--- config.mk ---
export PLATFORM = sky130hd
export DESIGN_NAME = data_mem_arbiter
export DESIGN_NICKNAME = d
export VERILOG_FILES = /design/src/rtl/cpu_mem_pkg.sv /design/src/rtl/rr_arbiter2.sv /design/src/rtl/data_mem_arbiter.sv
export SDC_FILE = /design/constraint.sdc
export NUM_CORES = 1
export LEC_CHECK = 0
export BUFFER_PORTS_ARGS = -buffer_cell sky130_fd_sc_hd__buf_2
export CAP_MARGIN = 10
export CORE_ASPECT_RATIO = 1.4
export CORE_MARGIN = 5
export CORE_UTILIZATION = 41
export CTS_BUF_LIST = sky130_fd_sc_hd__clkbuf_16
export DETAILED_ROUTE_END_ITERATION = 6
export PLACE_DENSITY_LB_ADDON = 0.25
export SKIP_LAST_GASP = 1
export SLEW_MARGIN = 30
export SYNTH_ARGS = -nofsm -noshare
export SYNTH_HDL_FRONTEND = slang
export SYNTH_SLANG_ARGS = --single-unit
--- constraint.sdc ---
create_clock -name clk -period 1.6 [get_ports clk]
set_clock_uncertainty 0.2 [all_clocks]
set_input_delay 0.32 -clock clk [delete_from_list [all_inputs] [get_ports clk]]
set_output_delay 0.32 -clock clk [all_outputs]
set_load 0.005 [all_outputs]
--- src/rtl/cpu_mem_pkg.sv ---
// Shared types for the data-memory arbiter slice.
// FSM encoding and requester port ids.
package cpu_mem_pkg;

  typedef enum logic [1:0] {
    IDLE   = 2'd0,
    ACCESS = 2'd1,
    RESP   = 2'd2
  } state_t;

  localparam logic PORT_LSU = 1'b0;
  localparam logic PORT_DMA = 1'b1;

endpackage

--- src/rtl/rr_arbiter2.sv ---
// Two-way round-robin arbiter.
// rr_last remembers the previous winner; a tie goes to the other port.
module rr_arbiter2
  import cpu_mem_pkg::*;
(
  input  logic       clk,
  input  logic       reset,
  input  logic [1:0] req,
  input  logic       take,
  output logic [1:0] gnt
);

  logic rr_last;

  always_comb begin
    gnt = 2'b00;
    unique case (1'b1)
      (req == 2'b11): gnt = (rr_last == PORT_DMA) ? 2'b01 : 2'b10;
      (req == 2'b01): gnt = 2'b01;
      (req == 2'b10): gnt = 2'b10;
      default:        gnt = 2'b00;
    endcase
  end

  always_ff @(posedge clk) begin
    if (reset) begin
      rr_last <= PORT_DMA;
    end else if (take && (gnt != 2'b00)) begin
      rr_last <= gnt[1];
    end
  end

endmodule

--- src/rtl/data_mem_arbiter.sv ---
// Shares the single-ported data memory between the LSU and the DMA loader.
// IDLE grants, ACCESS drives one strobe, RESP pulses done.
module data_mem_arbiter
  import cpu_mem_pkg::*;
#(
  parameter int ADDR_W = 16,
  parameter int DATA_W = 16,
  parameter int DEPTH  = 1024
) (
  input  logic              clk,
  input  logic              reset,
  input  logic              req0,
  input  logic              req1,
  input  logic              we0,
  input  logic              we1,
  input  logic [ADDR_W-1:0] addr0,
  input  logic [ADDR_W-1:0] addr1,
  input  logic [DATA_W-1:0] wdata0,
  input  logic [DATA_W-1:0] wdata1,
  output logic              gnt0,
  output logic              gnt1,
  output logic              done0,
  output logic              done1,
  output logic [DATA_W-1:0] rdata0,
  output logic [DATA_W-1:0] rdata1,
  output logic              err0,
  output logic              err1,
  output logic              busy,
  output logic [ADDR_W-1:0] mem_address,
  output logic [DATA_W-1:0] mem_writeData,
  output logic              mem_memRead,
  output logic              mem_memWrite,
  input  logic [DATA_W-1:0] mem_readData
);

  localparam logic [ADDR_W:0] LIMIT = (ADDR_W+1)'(DEPTH);

  state_t            state;
  logic              port_q;
  logic              we_q;
  logic              oor_q;
  logic [ADDR_W-1:0] addr_q;
  logic [DATA_W-1:0] wdata_q;

  logic [1:0]        arb_gnt;
  logic              take;
  logic              win;
  logic              win_we;
  logic [ADDR_W-1:0] win_addr;
  logic [DATA_W-1:0] win_wdata;
  logic              acc;

  assign take = (state == IDLE) && !reset && (req0 || req1);

  rr_arbiter2 u_arb (
    .clk   (clk),
    .reset (reset),
    .req   ({req1, req0}),
    .take  (take),
    .gnt   (arb_gnt)
  );

  assign gnt0 = take && arb_gnt[0];
  assign gnt1 = take && arb_gnt[1];

  assign win       = arb_gnt[1];
  assign win_we    = win ? we1 : we0;
  assign win_addr  = win ? addr1 : addr0;
  assign win_wdata = win ? wdata1 : wdata0;

  // Out-of-range accesses still walk the FSM but never strobe memory.
  assign acc           = (state == ACCESS);
  assign mem_memRead   = acc && !we_q && !oor_q;
  assign mem_memWrite  = acc && we_q && !oor_q;
  assign mem_address   = acc ? addr_q : '0;
  assign mem_writeData = acc ? wdata_q : '0;
  assign busy          = (state != IDLE);

  always_ff @(posedge clk) begin
    if (reset) begin
      state   <= IDLE;
      port_q  <= PORT_LSU;
      we_q    <= 1'b0;
      oor_q   <= 1'b0;
      addr_q  <= '0;
      wdata_q <= '0;
      rdata0  <= '0;
      rdata1  <= '0;
      done0   <= 1'b0;
      done1   <= 1'b0;
      err0    <= 1'b0;
      err1    <= 1'b0;
    end else begin
      done0 <= 1'b0;
      done1 <= 1'b0;
      err0  <= 1'b0;
      err1  <= 1'b0;
      unique case (state)
        IDLE: begin
          if (take) begin
            port_q  <= win;
            we_q    <= win_we;
            addr_q  <= win_addr;
            wdata_q <= win_wdata;
            oor_q   <= ({1'b0, win_addr} >= LIMIT);
            state   <= ACCESS;
          end
        end
        ACCESS: begin
          if (!we_q && !oor_q) begin
            if (port_q == PORT_DMA) rdata1 <= mem_readData;
            else                    rdata0 <= mem_readData;
          end
          done0 <= (port_q == PORT_LSU);
          done1 <= (port_q == PORT_DMA);
          err0  <= (port_q == PORT_LSU) && oor_q;
          err1  <= (port_q == PORT_DMA) && oor_q;
          state <= RESP;
        end
        RESP: begin
          state <= IDLE;
        end
        default: begin
          state <= IDLE;
        end
      endcase
    end
  end

endmodule
==> impl_metrics.env, run 1 <==
export IMPL_status="finished with violations"
export IMPL_failed_checks="negative setup slack"
export IMPL_drive_above_1_share_pct=52.88
export IMPL_rrSetupSlack_ns=-0.07
export IMPL_die_h_um=115.5
export IMPL_clk_latency_ns=0.32
export IMPL_drcViolationCount=0
export IMPL_synth_seq_cells=74
export IMPL_cts_tree="done"
export IMPL_area_delta_synth_final_pct=55.01
export IMPL_vias=3173
export IMPL_synthCells=367
export IMPL_worstSetupEndpoint="mem_address[12]"
export IMPL_gr_total_overflow=0
export IMPL_slew_limit_headroom_pct=76.26
export IMPL_powerDensity_nw_per_um2=979.1
export IMPL_clk_pin_slew_worst_paths_ns=0.05
export IMPL_instances_no_fill=639
export IMPL_start_util_pct=42.06
export IMPL_hold_path_class="in2reg"
export IMPL_diodes=0
export IMPL_fin_crit_sh_pct=112.6
export IMPL_drtIter0Drc=89
export IMPL_synth_top_family_by_area="simple AND/OR/NAND/NOR gates"
export IMPL_rr_endpoint="rdata0[4]$_SDFFE_PP0P_"
export IMPL_gp_congestion=0.7940
export IMPL_worst_pin_slew_ns=0.3528
export IMPL_synth_nets=453
export IMPL_synth_mux_area_share_pct=10.13
export IMPL_htreeDepth=3
export IMPL_vias_per_cell=4.966
export IMPL_io_pins=159
export IMPL_cts_root_buf="clkbuf_16"
export IMPL_path_depth=4
export IMPL_setup_viol=73
export IMPL_clock_path_buffers=2
export IMPL_crit_type="reg2out"
export IMPL_place_inst=612
export IMPL_rows=38
export IMPL_ys_warn_count=0
export IMPL_power_w=0.004947
export IMPL_tns_ns=-7.077
export IMPL_ys_seq_area_share_pct=45.45
export IMPL_critPathMaxStageDelay_ns=0.36
export IMPL_antenna_found_initial=0
export IMPL_fin_ws_ns=-0.2018
export IMPL_first_pass_iters=4
export IMPL_startpoint="state[0]$_SDFFE_PP0P_"
export IMPL_crit_arrival_ns=1.28
export IMPL_synth_simple_area_share_pct=23.15
export IMPL_reg2reg_from="oor_q$_SDFFE_PP0P_"
export IMPL_port_buffers=158
export IMPL_layout_common_cells="buf_2 (158), dfxtp_1 (69), nor2_1 (39), nand2_1 (37), and2_1 (34)"
export IMPL_final_util_pct=65.19
export IMPL_grt_usage_pct=18.06
export IMPL_synth_area_um2=3259
export IMPL_path_buf_inv=2
export IMPL_maxCapViolCount=0
export IMPL_cp_required_ns=1.08
export IMPL_chipWidth_um=85.36
export IMPL_grt_max_degree=46
export IMPL_antenna_left=0
export IMPL_r2r_cells=6
export IMPL_fin_nets=620
export IMPL_synthAdderAreaFrac_pct=0
export IMPL_crit_family="flip-flops"
export IMPL_wl_per_cell_um=15.35
export IMPL_max_clock_freq_ghz=0.5550
export IMPL_crit_path_cell_trace="nor2b_4 > buf_12 > and2_1 > buf_2"
export IMPL_hold_viol=0
export IMPL_fin_crit_ns=1.802
export IMPL_drt_wl_total_um=9807
export IMPL_worstSetupStartpointType="register"
export IMPL_synth_compound_area_share_pct=15.97
export IMPL_grt_setup_unrepaired="yes"
export IMPL_cp_slowest_cell="dfxtp_2"
export IMPL_cts_buffers=9
export IMPL_layout_commonest_cell="buf_2"
export IMPL_grt_pass1_wl_um=14390
export IMPL_path_max_fanout=32
export IMPL_die_area_um2=9858
export IMPL_ir_drop_mv=0.7409
export IMPL_drv_slew=0
export IMPL_synth_cell_types=29
export IMPL_p_leak_nw=2.460
export IMPL_core_area_um2=7750
export IMPL_yosys_area_share_xor_xnor_pct=0
export IMPL_dp_hpwl_um=6454
export IMPL_grt_pass1_vias=3016
export IMPL_holdWs_ns=0.05271
export IMPL_end_kind="primary output"
export IMPL_cts_sinks=74
export IMPL_syn_area_per_cell_um2=8.881
[through the flow]
step	cell area (µm²)	worst slack, ns
final	5052	-0.2018
after global routing	5052	-0.3019
after CTS	4564	-0.2234
after detailed placement	4220	-0.2934
after global placement	4220	-0.2676
after floorplan	3259	-0.09921
[power breakdown]
part           switching, W  leakage [nW]  internal (W)
clock network      0.000712         0.148       0.00118
logic              0.000501          1.70      0.000500
registers         0.0000731         0.609       0.00198
[cells by family (layout without fill, tap and decap cells)]
group           Yosys count  count (layout)
simple gates            160             160
buf+inv                  30             202
mux                      33              33
flops                    74              74
compound gates           70              70
[cell type report]
class / count / area, µm²
fillers: 667 / 2698
inverters: 1 / 3.754
flip-flops and latches: 74 / 1493
clock buffers: 9 / 225.2
repair buffers: 185 / 1204
clock inverters: 7 / 53.80
multi-input cells: 263 / 1948
well taps: 100 / 125.1
[Yosys cell counts]
master / number / area share (%)
dfxtp_1: 74 / 45
nand2_1: 68 / 7.8
nor2_1: 40 / 4.6
and2_1: 35 / 6.7
a211oi_1: 33 / 7.6
mux2i_1: 33 / 10
a21oi_2: 21 / 5.6
a21oi_1: 12 / 1.8
clkbuf_1: 12 / 1.4
buf_2: 9 / 1.4
buf_6: 5 / 1.7
buf_4: 3 / 0.69
nand2b_1: 3 / 0.58
nor3_1: 2 / 0.31
nor3b_1: 2 / 0.46
or4_1: 2 / 0.46
a211o_1: 1 / 0.27
a21boi_1: 1 / 0.23
a22oi_1: 1 / 0.23
and2b_1: 1 / 0.23
and3_1: 1 / 0.19
inv_1: 1 / 0.12
nand3_1: 1 / 0.15
nand3_2: 1 / 0.31
nor2_2: 1 / 0.19
nor2b_1: 1 / 0.19
nor4_1: 1 / 0.19
nor4b_4: 1 / 0.73
o21ai_0: 1 / 0.15
[worst register-to-register path, stage by stage (launching register included)]
cell       delay, ns
dfxtp_4         0.35
nor4b_4         0.30
buf_4           0.17
and2b_2         0.20
clkbuf_16       0.20
nand2_1         0.07
a21oi_1         0.10
[routing by layer]
metal	global-route usage, %	vias up	part of all wire (%)
met2	30.81	121	51
met3	7.824	20	9.6
met5	0	-	0
li1	-	1574	-
met1	20.09	1458	38
met4	6.230	0	2.0
[timing repair]
item | in CTS | in global routing
buffers inserted | 2 | 2
pin swaps | 2 | 46
hold buffers | 0 | 0
cloned | 1 | 6
setup endpoints to repair | 65 | 92
resized for setup | 7 | 91
[sequential cells by signal, summed over array words and instances, names as in the netlist]
signal,flops
addr_q,16
rdata0,16
rdata1,16
wdata_q,16
state,2
done0,1
done1,1
err0,1
err1,1
oor_q,1
port_q,1
u_arb.rr_last,1
we_q,1
[worst min path at each step]
stage / endpoint / start / slack [ns] / cells past startpoint
floorplan: u_arb.rr_last$_SDFFE_PP1P_ / u_arb.rr_last$_SDFFE_PP1P_ / 0.25 / 1
global placement: rdata0[14]$_SDFFE_PP0P_ / rdata0[14]$_SDFFE_PP0P_ / 0.24 / 2
detailed placement: rdata1[2]$_SDFFE_PP0P_ / rdata1[2]$_SDFFE_PP0P_ / 0.25 / 2
CTS: rdata1[3]$_SDFFE_PP0P_ / mem_readData[3] / 0.03 / 3
global route: rdata0[11]$_SDFFE_PP0P_ / mem_readData[11] / 0.04 / 3
finish: rdata0[15]$_SDFFE_PP0P_ / mem_readData[15] / 0.05 / 3
Power figures use the tool's default switching activity.
==> run 2, diff against run 1 <==
--- a/config.mk
+++ b/config.mk
@@ -12,7 +12,8 @@
 export CORE_UTILIZATION = 41
 export CTS_BUF_LIST = sky130_fd_sc_hd__clkbuf_16
 export DETAILED_ROUTE_END_ITERATION = 6
-export PLACE_DENSITY_LB_ADDON = 0.25
+export GPL_TIMING_DRIVEN = 0
+export PLACE_DENSITY = 0.71
 export SKIP_LAST_GASP = 1
 export SLEW_MARGIN = 30
 export SYNTH_ARGS = -nofsm -noshare
==> impl_metrics.env, run 2 (synthesis results as in run 1) <==
export IMPL_status="finished with violations"
export IMPL_failed_checks="negative setup slack"
export IMPL_crit_arrival_ns=1.37
export IMPL_antenna_found_initial=0
export IMPL_cts_root_buf="clkbuf_16"
export IMPL_wl_per_cell_um=16.26
export IMPL_gr_total_overflow=0
export IMPL_wl_met3_um=926
export IMPL_maxCapViolCount=0
export IMPL_layout_common_cells="buf_2 (156), dfxtp_1 (71), nand2_1 (55), nor2_1 (39), and2_1 (30)"
export IMPL_rows=38
export IMPL_fillCellCount=622
export IMPL_port_buffers=157
export IMPL_die_h_um=115.5
export IMPL_io_pins=159
export IMPL_hold_viol=0
export IMPL_fin_crit_ns=1.889
export IMPL_antenna_left=0
export IMPL_htreeDepth=3
export IMPL_clk_latency_ns=0.33
export IMPL_die_area_um2=9858
export IMPL_max_clock_freq_ghz=0.5293
export IMPL_area_delta_synth_final_pct=57.85
export IMPL_cts_buffers=9
export IMPL_worstSetupStartpointType="register"
export IMPL_tns_ns=-11.52
export IMPL_path_max_fanout=7
export IMPL_clk_pin_slew_worst_paths_ns=0.05
export IMPL_chipWidth_um=85.36
export IMPL_holdWs_ns=0.03770
export IMPL_start_util_pct=42.06
export IMPL_drv_slew=0
export IMPL_slew_limit_headroom_pct=52.78
export IMPL_dr_wl_met2_um=5539
export IMPL_fin_nets=645
export IMPL_fin_ws_ns=-0.2894
export IMPL_dp_hpwl_um=7305
export IMPL_highest_layer="met4"
export IMPL_wl_met1_um=4110
export IMPL_powerDensity_nw_per_um2=978.3
export IMPL_layout_commonest_cell="buf_2"
export IMPL_drcViolationCount=0
export IMPL_drtIter0Drc=114
export IMPL_drt_wl_total_um=10790
export IMPL_diodes=0
export IMPL_cp_required_ns=1.08
export IMPL_hold_path_class="in2reg"
export IMPL_worst_pin_slew_ns=0.7083
export IMPL_fin_crit_sh_pct=118.1
export IMPL_vias_per_cell=4.967
export IMPL_gp_congestion=0.8475
export IMPL_crit_type="reg2out"
export IMPL_grt_usage_pct=20.08
export IMPL_end_kind="primary output"
export IMPL_cts_tree="done"
export IMPL_setup_viol=68
export IMPL_final_util_pct=66.39
export IMPL_grt_max_degree=12
export IMPL_grt_pass1_vias=3245
export IMPL_ir_drop_mv=0.9011
export IMPL_grt_setup_unrepaired="yes"
export IMPL_core_area_um2=7750
export IMPL_first_pass_iters=4
export IMPL_p_leak_nw=2.355
export IMPL_clock_path_buffers=2
export IMPL_drive_above_1_share_pct=50.71
export IMPL_grt_pass1_wl_um=15670
export IMPL_vias=3298
export IMPL_cts_sinks=74
-- run 2: path summary, 6_finish.rpt --
path	slack (ns)	from	end	cells after the start
max	-0.29	state[0]$_SDFFE_PP0P_	mem_address[3]	5
min	0.04	mem_readData[9]	rdata0[9]$_SDFFE_PP0P_	3
max reg2reg	-0.18	state[0]$_SDFFE_PP0P_	rdata1[12]$_SDFFE_PP0P_	9
min reg2reg	0.25	rdata0[1]$_SDFFE_PP0P_	rdata0[1]$_SDFFE_PP0P_	2
-- run 2: cell type report --
cell class	count	area, µm²	share of cell area (%)
clock buffers	9	225.2	4.377
inverters	1	6.256	0.1216
plain buffers	28	295.3	5.739
flip-flops and latches	74	1490	28.96
well taps	100	125.1	2.432
multi-input cells	264	1839	35.75
clock inverters	7	52.55	1.021
repair buffers	181	1111	21.60
-- run 2: through the flow --
stage / instance area [µm²] / power [W] / worst slack, ns / std cells
floorplan: 3259 / 0.002537 / -0.09921 / 367
global placement: 4170 / 0.002830 / -0.3890 / 624
detailed placement: 4170 / 0.002855 / -0.3452 / 624
CTS: 4737 / 0.004844 / -0.2528 / 650
global route: 5145 / 0.005264 / -0.3216 / 664
finish: 5145 / 0.005033 / -0.2894 / 664
-- run 2: metal layers --
layer	up-vias	global-route usage [%]
met5	-	0
met4	0	8.131
met3	20	6.757
met2	141	35.58
met1	1506	21.93
li1	1631	-
-- run 2: worst max-delay path, cell delays in order, from the launching register on --
cell and delay (ns):
dfxtp_4 0.35, nor2b_4 0.13, buf_12 0.14, clkbuf_16 0.14, and2_1 0.15, buf_2 0.12
-- run 2: what timing repair did --
item / 4_1_cts / 5_1_grt
hold buffers: 0 / 0
pin swaps: 10 / 8
setup endpoints to repair: 92 / 101
gates cloned: 4 / 9
gates resized for setup: 62 / 62
setup buffers: 7 / 6
-- run 2: report_power, final --
| part | switching (W) | internal (W) |
|---|---|---|
| sequential | 0.0000807 | 0.00198 |
| clock | 0.000703 | 0.00117 |
| combinational | 0.000524 | 0.000569 |
